### src/rtl/shift_reg_univ_n.sv
// shift_reg_univ_n: parametrised universal shift register with an optional
// multi-step shift sequencer. Bit 0 is the MSB/sign bit.
//
// Ports:
//   clk     - clock, all state changes on posedge
//   reset   - asynchronous active-high reset, clears all state
//   op      - operation code (HOLD, LOAD, SH0, SHN, ROT0, ROTN, ASHN, CLEAR)
//   d       - parallel load data
//   sin_n   - serial in entering bit WIDTH-1 on shift toward bit 0
//   sin_0   - serial in entering bit 0 on shift toward bit WIDTH-1
//   start   - begin a multi-step sequence using op and count
//   count   - number of steps for the sequence
//   abort   - synchronous cancel of an active sequence
//   q       - register value
//   sout_0  - q[0], for cascading
//   sout_n  - q[WIDTH-1], for cascading
//   busy    - sequence in progress
//   done    - one-cycle pulse on sequence completion
module shift_reg_univ_n #(
  parameter int WIDTH = 36,
  parameter int CNTW  = 6
) (
  input  logic              clk,
  input  logic              reset,
  input  logic [2:0]        op,
  input  logic [0:WIDTH-1]  d,
  input  logic              sin_n,
  input  logic              sin_0,
  input  logic              start,
  input  logic [CNTW-1:0]   count,
  input  logic              abort,
  output logic [0:WIDTH-1]  q,
  output logic              sout_0,
  output logic              sout_n,
  output logic              busy,
  output logic              done
);

  typedef enum logic [2:0] {
    OP_HOLD  = 3'd0,
    OP_LOAD  = 3'd1,
    OP_SH0   = 3'd2,
    OP_SHN   = 3'd3,
    OP_ROT0  = 3'd4,
    OP_ROTN  = 3'd5,
    OP_ASHN  = 3'd6,
    OP_CLEAR = 3'd7
  } op_t;

  typedef enum logic {
    S_IDLE = 1'b0,
    S_RUN  = 1'b1
  } state_t;

  state_t          state, state_nx;
  op_t             op_lat, op_lat_nx;
  logic [0:WIDTH-1] d_lat, d_lat_nx;
  logic [CNTW-1:0] remaining, remaining_nx;
  logic [0:WIDTH-1] q_nx;
  logic            done_nx;

  function automatic logic [0:WIDTH-1] apply_op(
    input op_t              o,
    input logic [0:WIDTH-1] cur,
    input logic [0:WIDTH-1] ld,
    input logic             si_n,
    input logic             si_0
  );
    logic [0:WIDTH-1] r;
    r = cur;
    case (o)
      OP_HOLD:  r = cur;
      OP_LOAD:  r = ld;
      OP_SH0:   r = {cur[1:WIDTH-1], si_n};
      OP_SHN:   r = {si_0, cur[0:WIDTH-2]};
      OP_ROT0:  r = {cur[1:WIDTH-1], cur[0]};
      OP_ROTN:  r = {cur[WIDTH-1], cur[0:WIDTH-2]};
      OP_ASHN:  r = {cur[0], cur[0:WIDTH-2]};
      OP_CLEAR: r = '0;
      default:  r = cur;
    endcase
    return r;
  endfunction

  always_ff @(posedge clk or posedge reset) begin
    if (reset) begin
      state     <= S_IDLE;
      op_lat    <= OP_HOLD;
      d_lat     <= '0;
      remaining <= '0;
      q         <= '0;
      done      <= 1'b0;
    end else begin
      state     <= state_nx;
      op_lat    <= op_lat_nx;
      d_lat     <= d_lat_nx;
      remaining <= remaining_nx;
      q         <= q_nx;
      done      <= done_nx;
    end
  end

  always_comb begin
    state_nx     = state;
    op_lat_nx    = op_lat;
    d_lat_nx     = d_lat;
    remaining_nx = remaining;
    q_nx         = q;
    done_nx      = 1'b0;
    case (state)
      S_IDLE: begin
        // abort while idle suppresses start, so the op is applied instead.
        if (start && !abort) begin
          op_lat_nx = op_t'(op);
          // d is captured so a latched LOAD stays idempotent while d is ignored.
          d_lat_nx  = d;
          if (count != '0) begin
            state_nx     = S_RUN;
            remaining_nx = count;
          end else begin
            done_nx = 1'b1;
          end
        end else begin
          q_nx = apply_op(op_t'(op), q, d, sin_n, sin_0);
        end
      end
      S_RUN: begin
        // abort wins over the final step: no step applied, no done pulse.
        if (abort) begin
          state_nx     = S_IDLE;
          remaining_nx = '0;
        end else begin
          q_nx         = apply_op(op_lat, q, d_lat, sin_n, sin_0);
          remaining_nx = remaining - CNTW'(1);
          if (remaining == CNTW'(1)) begin
            state_nx = S_IDLE;
            done_nx  = 1'b1;
          end
        end
      end
      default: state_nx = S_IDLE;
    endcase
  end

  assign busy   = (state == S_RUN);
  assign sout_0 = q[0];
  assign sout_n = q[WIDTH-1];

endmodule

### config.mk
export PLATFORM = sky130hd
export DESIGN_NAME = shift_reg_univ_n
export DESIGN_NICKNAME = d
export VERILOG_FILES = /design/src/rtl/shift_reg_univ_n.sv
export SDC_FILE = /design/constraint.sdc
export NUM_CORES = 1
export LEC_CHECK = 0
export CORE_MARGIN = 1.5
export CORE_UTILIZATION = 25
export CTS_BUF_LIST = sky130_fd_sc_hd__clkbuf_4 sky130_fd_sc_hd__clkbuf_8
export CTS_CLUSTER_DIAMETER = 150
export DETAILED_ROUTE_END_ITERATION = 16
export SETUP_SLACK_MARGIN = 0.02
export SYNTH_ARGS = -nofsm -noshare
export SYNTH_HDL_FRONTEND = slang
export SYNTH_SLANG_ARGS = --single-unit
### constraint.sdc
create_clock -name clk -period 3.7 [get_ports clk]
set_input_delay 1.11 -clock clk [delete_from_list [all_inputs] [get_ports clk]]
set_output_delay 1.11 -clock clk [all_outputs]
set_load 0.05 [all_outputs]
---- Word-level counts from Yosys, hierarchy flattened ----
Cells that the tools add are included.
word-level totals
  bits in registers ....................... 83
cells by class
  eq/ne operators ......................... 23
  add/subtract/negate cells ............... 1
  reductions and logical operators ........ 9
  mux-type cells .......................... 19
  bitwise gates (word level) .............. 1
operator list
  cell                                                                 number
  36-bit one-hot mux with 7 select lines                               2
  36-bit two-way mux                                                   2
  36-bit one-hot mux with 2 select lines                               1
  3-bit == test (second input constant)                                8
  6-bit two-way mux                                                    3
  2-bit inequality test (second input constant)                        8
  3-bit by 2-bit == test with 1-bit output (second input constant)     4
  6-bit one-hot mux with 2 select lines                                1
  1-bit two-way mux                                                    8
  3-bit by 1-bit == test with 1-bit output (second input constant)     2
  6-bit by 1-bit == test with 1-bit output (second input constant)     1
  3-bit zero test                                                      2
  6-bit AND reduction                                                  1
  6-bit nonzero test                                                   1
  6-bit by 1-bit subtractor with 6-bit output (second input constant)  1
  1-bit one-hot mux with 2 select lines                                2
  2-bit AND reduction                                                  2
  4-bit AND reduction                                                  1
  1-bit logical AND                                                    1
  1-bit zero test                                                      1
  1-bit inverter                                                       1

---- Longest topological paths before layout ----
Gate-level depths: netlist (run 1).
  word-level depth ........................ 4
  depth in mapped cells ................... 7
  depth with buffers taken out ............ 5

---- Least setup slack after synthesis (run 1) ----
No wires, ideal clock.
  kind .................................... input to register
  start ................................... input op[2]
  end ..................................... register q[35] (netlist name)
  arrival ................................. 2.267 ns
  library setup time ...................... 0.138 ns
  buffers on the path ..................... 3
  path slack .............................. 1.295 ns
  cell stages on the path ................. 7
  required time ........................... 3.562 ns
  path through ............................ buf_6 or3_1 a32o_1 buf_6 buf_6 o311ai_4 o221ai_2
between the ends
  word-level cells in the longest chain between the ends .. 4
RTL lines
  element                                 RTL line  RTL
  start, declared                         25        input logic [2:0] op,
  3-bit == test (tied with other cells)   71        case (o)
  36-bit one-hot mux with 7 select lines  71
  36-bit two-way mux                      113       if (start && !abort) begin
  36-bit one-hot mux with 2 select lines  110       case (state)
  end signal, assigned                    98        q <= q_nx;
  end, declared                           32        output logic [0:WIDTH-1] q,
Several ways; a longest one is shown, not always the timed one. The select of a mux whose other input is x is not followed.
A chain may end at the register's enable or synchronous reset.

---- Final worst setup path (run 1) ----
  start ................................... register q[0] (netlist name)
  end ..................................... output q[0] (netlist name)
No word-level cell between the ends.

==> results.toml, run 1 <==
[run_status]
status = "finished, final reports clean"

[place]
dp_worst_setup_slack_ns = 0.540
dp_hpwl_um = 10800
place_congestion = 0.770
post-place-cells = 908
portBuffers = 90

[floorplanning]
die_area_mm2 = 0.0240
rows = 55
die_width_um = 155
core_area_mm2 = 0.0226
initial_core_util_pct = 25.5
die_y_um = 155
ios = 91

[finish]
final_cell_mix = "mux2_2, clkdlybuf4s50_1, dfrtp_1, nor2_1, a221oi_1"
nFillCells = 2302
fin_nets = 687
final_common_cell = "mux2_2"
drive_gt1_share_pct = 23.9
finalNonFillerCells = 924
syn_to_final_growth_pct = 21.9
antenna_cells = 0

[synth]
netlist_instances = 583
synthArstFlopShare_pct = 100
synth_edf_count = 0
ys_warn_count = 0
ys_ff_latch = 83
synth_fp_nets = 636
synthFlopType = "dfrtp_1"
yosysSeqAreaShare_pct = 36.0
syn-cell-area_mm2 = 0.00578
ys_types = 41
synth_area_per_cell_um2 = 9.91

[worst_hold_path]
hp-start = "d_lat[4]"
hp-class = "reg2reg"
holdPathStages = 1
worstHoldEndpoint = "d_lat[4]"

[sta]
post-route-min-period_ns = 3.01
fin_ws_ns = 0.687
tns_ns = 0
clock.fmax_mhz = 332
fin_crit_sh_pct = 81.4
relSlewSlack_pct = 37.1
setup_viol = 0
finalMaxSlewViolations = 0
tightest_slew_ns = 0.941
whs_ns = 0.503
hold_violations = 0
grt_setup_unrepaired = "false"
clock_skew_ns = 0.0134

[clock_network]
clkLatencyLatePin_ns = 0.38
cts.clk_slew.worst_paths_ns = 0.09
cts_setup_buffers = 0
clockBufferDepth = 2
cts_root_buf = "clkbuf_8"
cts_sinks = 83
cts_tree = "yes"
cts_resized = 0
postCtsHoldBufs = 0
htreeDepth = 3
numCtsBuffers = 9

[power_and_ir_drop]
pwr-share-comb_pct = 55.1
clkPwrFrac_pct = 12.8
p_sw_share_pct = 46.3
vdd.ir_drop.worst_v = 0.000309
switching_power_w = 0.00254
p_per_area_mw_per_mm2 = 778
power_frac_seq_pct = 32.1
power_w = 0.00548
power.static_leakage_nw = 2.53
p_int_w = 0.00294

[detailed_routing]
route.detailed.drc = 0
wl_per_cell_um = 19.0
dr.pass1.iters = 4
final_antenna_net_count = 0
drtIter0Drc = 290
drt-total-wl_um = 17500
viasPerCell = 5.42
vias = 5010

[critical_path]
timing.critical_path.buf_inv = 1
critPathTopFamily = "buffers and inverters"
crit_type = "reg2out"
regToRegSetupSlack_ns = 1.36
slowest_delay_ns = 0.92
required_ns = 2.59
worstPathMaxFanout = 8
crit_chain = "clkdlybuf4s50_1"
r2r-end = "q[5]"
start_kind = "flip-flop"
reg2reg_from = "op_lat[1]"
r2r.worst_path.cells = 5
end_kind = "primary output"
crit_slowest_cell = "clkdlybuf4s50_1"
crit_arrival_ns = 1.90
cp-startpoint = "q[0]"

[grt]
antenna_found_initial = 0
grt_pass1_wl_um = 28500
grt-ovfl-total = 0
grt_pass1_vias = 4981
grt_max_degree = 81
grt_usage_pct = 15.0

[job]
drv_cap = 0
[metal layers]
metal	up-vias	GRT usage (%)	part of all wire [%]
met1	2457	20.5	46
met4	0	3.98	1.2
li1	2380	-	-
met3	11	3.04	6.0
met5	-	0	0
met2	162	24.1	47
[how the worst max path moves through the flow]
stage	endpoint	slack, ns	depth (start not counted)
finish	q[0]	0.69	1
global route	q[0]	0.64	1
CTS	q[0]	0.67	1
detailed placement	q[25]	0.54	6
global placement	q[31]	0.58	6
floorplan	busy	0.45	1
[synth_stat cells (all sizes together) (2+ instances only)]
| cell | n | area share, % |
|---|---|---|
| mux2 | 106 | 21 |
| nor2 | 84 | 5.5 |
| dfrtp | 83 | 36 |
| a221oi | 69 | 10 |
| buf | 50 | 5.7 |
| a21oi | 38 | 3.3 |
| o21ai | 37 | 3.2 |
| o32a | 34 | 5.9 |
| clkbuf | 17 | 1.1 |
| inv | 9 | 0.58 |
| a221o | 6 | 1.0 |
| nand2 | 5 | 0.32 |
| o22ai | 5 | 0.54 |
| nand2b | 4 | 0.43 |
| or2 | 3 | 0.32 |
| or3 | 3 | 0.32 |
| a22oi | 2 | 0.26 |
| a2bb2oi | 2 | 0.30 |
| a31oi | 2 | 0.22 |
| and3b | 2 | 0.30 |
| ha | 2 | 0.43 |
| nor4 | 2 | 0.22 |
| o2111ai | 2 | 0.30 |
| o21a | 2 | 0.26 |
[area by class of cell]
type | instances | area (um2) | area share (%)
Tap cell | 285 | 357 | 5.06
Timing Repair Buffer | 107 | 1090 | 15.4
Inverter | 9 | 35.0 | 0.497
Clock inverter | 4 | 50.0 | 0.711
Clock buffer | 12 | 153 | 2.17
Sequential cell | 83 | 2080 | 29.5
Multi-Input combinational cell | 424 | 3280 | 46.6
[registers in the layout, indices dropped and copies added (netlist names)]
name and flops:
d_lat 36, q 36, remaining 6, op_lat 3, busy 1, done 1
[power by group through the flow]
stage          Combinational, W  Clock [W]  Sequential [W]
2_1_floorplan           0.00163          0         0.00228
3_3_place_gp            0.00300          0         0.00176
3_5_place_dp            0.00303          0         0.00177
4_1_cts                 0.00304   0.000729         0.00175
5_1_grt                 0.00324   0.000763         0.00184
6_report                0.00302   0.000704         0.00176
[per-stage QoR]
step / instance area [um2] / utilization (%)
5_1_grt: 7040 / 31.1
3_3_place_gp: 6840 / 30.2
2_1_floorplan: 5780 / -
3_5_place_dp: 6840 / 30.2
6_report: 7040 / 31.1
4_1_cts: 7040 / 31.1
[cells by family (layout without fill, tap and decap cells)]
| logic type | after synthesis | in the layout | share of synthesized area, % |
|---|---|---|---|
| XOR/XNOR | 1 | 1 | 0.152 |
| flip-flops | 83 | 83 | 36.0 |
| adder cells (fa/ha/maj) | 2 | 2 | 0.433 |
| AO/OA/AOI/OAI | 207 | 207 | 27.4 |
| buffers and inverters | 76 | 132 | 7.37 |
| AND/OR/NAND/NOR | 108 | 108 | 7.99 |
| multiplexers | 106 | 106 | 20.7 |
(Power assumes the default switching activity.)
==> inputs of run 2 (changes only) <==
==> constraint.sdc (replaced) <==
create_clock -name clk -period 2.6 [get_ports clk]
set_input_delay 0.78 -clock clk [delete_from_list [all_inputs] [get_ports clk]]
set_output_delay 0.78 -clock clk [all_outputs]
set_load 0.05 [all_outputs]
==> results.toml, run 2 (synthesis results as in run 1) <==
[critical_path]
r2r-end = "q[16]"
crit_chain = "clkdlybuf4s50_1"
worstPathMaxFanout = 8
crit_slowest_cell = "clkdlybuf4s50_1"
required_ns = 1.82
path_depth = 1
critPathTopFamily = "buffers and inverters"
crit_type = "reg2out"
crit_arrival_ns = 1.76
r2r.worst_path.cells = 5
end_kind = "primary output"
regToRegSetupSlack_ns = 0.57
start_kind = "flip-flop"
reg2reg_from = "op_lat[1]"
timing.critical_path.buf_inv = 1
slowest_delay_ns = 0.87

[floorplanning]
ios = 91
initial_core_util_pct = 25.5
die_width_um = 155
die_y_um = 155
rows = 55
die_area_mm2 = 0.0240
core_area_mm2 = 0.0226

[clock_network]
postCtsHoldBufs = 0
cts.clk_slew.worst_paths_ns = 0.08
clkLatencyLatePin_ns = 0.38
cts_sinks = 83
numCtsBuffers = 9
clockBufferDepth = 2
cts_tree = "yes"
htreeDepth = 3
cts_root_buf = "clkbuf_8"

[sta]
post-route-min-period_ns = 2.54
clock.fmax_mhz = 394
setup_viol = 0
tightest_slew_ns = 0.777
tns_ns = 0
finalMaxSlewViolations = 0
grt_setup_unrepaired = "false"
relSlewSlack_pct = 48.2
fin_crit_sh_pct = 97.7
clock_skew_ns = 0.0134
hold_violations = 0

[detailed_routing]
drtIter0Drc = 364
vias = 5190
final_antenna_net_count = 0
wl_per_cell_um = 19.0
drt-total-wl_um = 17800
viasPerCell = 5.54
dr.pass1.iters = 5
route.detailed.drc = 0

[worst_hold_path]
worstHoldEndpoint = "d_lat[4]"
holdPathStages = 1
hp-class = "reg2reg"
hp-start = "d_lat[4]"

[finish]
finish.utilization_pct = 31.8
seqCellArea_mm2 = 0.00208
antenna_cells = 0
finalNonFillerCells = 936
multi_input_area_mm2 = 0.00328
reg_top3 = "d_lat (36), q (36), remaining (6)"
drive_gt1_share_pct = 26.0
fin_nets = 701
syn_to_final_growth_pct = 24.8
nFillCells = 2341
final_common_cell = "mux2_2"
final_cell_mix = "mux2_2, dfrtp_1, nor2_1, clkdlybuf4s50_1, a221oi_1"

[place]
place_congestion = 0.756
post-place-cells = 922
portBuffers = 90
dp_hpwl_um = 11500

[grt]
grt_max_degree = 84
grt_pass1_vias = 5117
grt_usage_pct = 15.2
antenna_found_initial = 0
grt_pass1_wl_um = 28800
grt-ovfl-total = 0

[power_and_ir_drop]
p_per_area_mw_per_mm2 = 1090
vdd.ir_drop.worst_v = 0.000489
power.static_leakage_nw = 2.70
power_w = 0.00783

[job]
drv_cap = 0

[run_status]
status = "finished, final reports clean"
-- run 2: cell types whose count changed in the layout (fill, tap and decap cells not counted) --
cell | previous run | this run
buf_12 | 5 | 9
buf_4 | 12 | 26
clkbuf_4 | 2 | 0
clkbuf_8 | 10 | 12
clkdlybuf4s50_1 | 89 | 73
clkinv_2 | 2 | 1
clkinvlp_4 | 2 | 1
dlygate4sd2_1 | 0 | 2
dlymetal6s2s_1 | 0 | 10
-- run 2: per-layer routing --
metal	up-vias	wire length [um]	part of all wire (%)	global-route usage, %
met2	171	8530	48	25.1
met3	16	1060	5.9	3.09
li1	2401	-	-	-
met1	2602	7930	45	19.9
met4	0	255	1.4	4.53
met5	-	0	0	0
-- run 2: power breakdown --
part	internal, W	switching [W]
Clock	0.000511	0.000490
Combinational	0.00196	0.00236
Sequential	0.00175	0.000764
-- run 2: metrics by stage --
stage | cell area [um2] | hold slack (ns) | setup WS, ns
final | 7210 | 0.506 | 0.0594
after global routing | 7210 | 0.513 | 0.0205
after CTS | 7190 | 0.508 | 0.0235
after detailed placement | 6990 | 0.490 | 0.0304
after global placement | 6990 | 0.485 | 0.0672
after floorplan | 5780 | 0.470 | 0.525
-- run 2: what timing repair did --
action | CTS | global route
resized for setup | 2 | 10
endpoints found under the setup margin | 2 | 10
setup buffers | 0 | 0
-- run 2: worst max-delay path by stage --
stage	startpoint	endpoint
after floorplan	op[2]	q[35]
after detailed placement	op[1]	q[19]
after global placement	op[1]	q[20]
final	q[15]	q[15]
after CTS	q[35]	sout_n
after global routing	q[26]	q[26]
-- run 2: layout make-up --
type,count,area share [%]
Inverter,9,0.521
Tap cell,285,4.95
Clock buffer,12,2.29
Sequential cell,83,28.8
Clock inverter,2,0.486
Timing Repair Buffer,121,17.4
Multi-Input combinational cell,424,45.5
-- run 2: worst register-to-register path: stages (launching register included) --
cell and delay [ns]:
dfrtp_1 0.55, nand2_1 0.36, buf_4 0.37, a221oi_1 0.36, o32a_1 0.22, a21oi_1 0.07
==> inputs of run 3 (changes only) <==
--- a/config.mk
+++ b/config.mk
@@ -10,6 +10,7 @@
 export CTS_BUF_LIST = sky130_fd_sc_hd__clkbuf_4 sky130_fd_sc_hd__clkbuf_8
 export CTS_CLUSTER_DIAMETER = 150
 export DETAILED_ROUTE_END_ITERATION = 16
+export PLACE_DENSITY = 0.55
 export SETUP_SLACK_MARGIN = 0.02
 export SYNTH_ARGS = -nofsm -noshare
 export SYNTH_HDL_FRONTEND = slang
==> results.toml, run 3 (synthesis results as in run 1) <==
[sta]
clock.fmax_mhz = 397
hold_violations = 0
tns_ns = 0
tightest_slew_ns = 0.788
fin_crit_sh_pct = 97.0
clock_skew_ns = 0.0134
finalMaxSlewViolations = 0
relSlewSlack_pct = 47.5
setup_viol = 0
whs_ns = 0.507
grt_setup_unrepaired = "false"
post-route-min-period_ns = 2.52

[critical_path]
required_ns = 1.82
start_kind = "flip-flop"
crit_arrival_ns = 1.74
timing.critical_path.buf_inv = 1
regToRegSetupSlack_ns = 0.44
crit_type = "reg2out"
worstPathMaxFanout = 8
crit_slowest_cell = "clkdlybuf4s50_1"
end_kind = "primary output"
critPathTopFamily = "buffers and inverters"
reg2reg_from = "op_lat[1]"
r2r.worst_path.cells = 5
r2r-end = "q[1]"
crit_chain = "clkdlybuf4s50_1"
slowest_delay_ns = 0.87

[floorplanning]
die_area_mm2 = 0.0240
die_width_um = 155
rows = 55
ios = 91
initial_core_util_pct = 25.5
die_y_um = 155
core_area_mm2 = 0.0226

[worst_hold_path]
hp-start = "d_lat[21]"
hp-class = "reg2reg"
worstHoldEndpoint = "d_lat[21]"
holdPathStages = 1

[place]
portBuffers = 90
place_congestion = 0.742
dpl_cell_area_mm2 = 0.00694
dp_hpwl_um = 11800

[grt]
grt_pass1_wl_um = 28900
grt_pass1_vias = 5016
grt_usage_pct = 15.3
grt_max_degree = 57
grt-ovfl-total = 0
antenna_found_initial = 1

[detailed_routing]
route.detailed.drc = 0
dr.pass1.iters = 5
viasPerCell = 5.48
wl_per_cell_um = 19.3
vias = 5156
drtIter0Drc = 308
drt-total-wl_um = 18200
final_antenna_net_count = 0

[finish]
finish.utilization_pct = 31.7
final_common_cell = "mux2_2"
reg_top3 = "d_lat (36), q (36), remaining (6)"
syn_to_final_growth_pct = 24.3
seqCellArea_mm2 = 0.00208
finalInstanceArea_mm2 = 0.00718
fin_nets = 704
multi_input_area_mm2 = 0.00328
final_cell_mix = "mux2_2, dfrtp_1, nor2_1, clkdlybuf4s50_1, a221oi_1"
nFillCells = 2308
drive_gt1_share_pct = 26.3

[clock_network]
numCtsBuffers = 9
clkLatencyLatePin_ns = 0.38
cts_sinks = 83
cts_setup_buffers = 0
clockBufferDepth = 2
htreeDepth = 3
cts_root_buf = "clkbuf_8"
cts_tree = "yes"
cts.clk_slew.worst_paths_ns = 0.09

[power_and_ir_drop]
power_w = 0.00787
vdd.ir_drop.worst_v = 0.000407
p_per_area_mw_per_mm2 = 1100
power.static_leakage_nw = 2.72

[job]
drv_cap = 0

[run_status]
status = "finished, final reports clean"
[run 3: changes by cell type in the layout (fill, tap and decap cells not counted)]
cell and delta:
buf_4 +8, buf_12 -6, clkbuf_8 -1, dlymetal6s2s_1 +5, clkbuf_4 +2, diode_2 +1
clkdlybuf4s50_1 -2, dlygate4sd2_1 -2
[run 3: area by class of cell]
class	instances	area share [%]
Antenna cell	1	0.0349
Clock buffer	13	2.32
Clock inverter	2	0.488
Inverter	9	0.523
Multi-Input combinational cell	424	45.7
Sequential cell	83	28.9
Tap cell	285	4.97
Timing Repair Buffer	124	17.0
[run 3: repair_timing]
action                                  4_1_cts  5_1_grt
endpoints found under the hold margin         0        0
resized for setup                             0       15
endpoints found under the setup margin        0       15
hold buffers                                  0        0
[run 3: worst max path at each step]
stage | startpoint | to | slack (ns) | cells past startpoint
after floorplan | op[2] | q[35] | 0.52 | 7
after global routing | q[14] | q[14] | 0.02 | 1
after CTS | q[22] | q[22] | 0.03 | 1
after detailed placement | op[1] | q[16] | 0.03 | 6
final | q[17] | q[17] | 0.08 | 1
after global placement | op[2] | q[22] | 0.07 | 6
[run 3: power by group]
part	leakage, nW	internal, W	total [W]	switching [W]
Combinational	1.65	0.00196	0.00435	0.00238
Sequential	0.966	0.00175	0.00250	0.000753
Clock	0.106	0.000513	0.00102	0.000508
[run 3: stage by stage]
step,std cells,worst slack (ns)
after global placement,925,0.0677
final,941,0.0787
after CTS,940,0.0298
after global routing,941,0.0218
after detailed placement,925,0.0340
after floorplan,583,0.525
[run 3: metal layers]
metal	wire length [um]	up-vias	global-route usage [%]
met5	0	-	0
met4	239	0	4.44
met3	760	16	3.26
met2	8830	117	24.7
met1	8360	2607	20.5
li1	-	2416	-
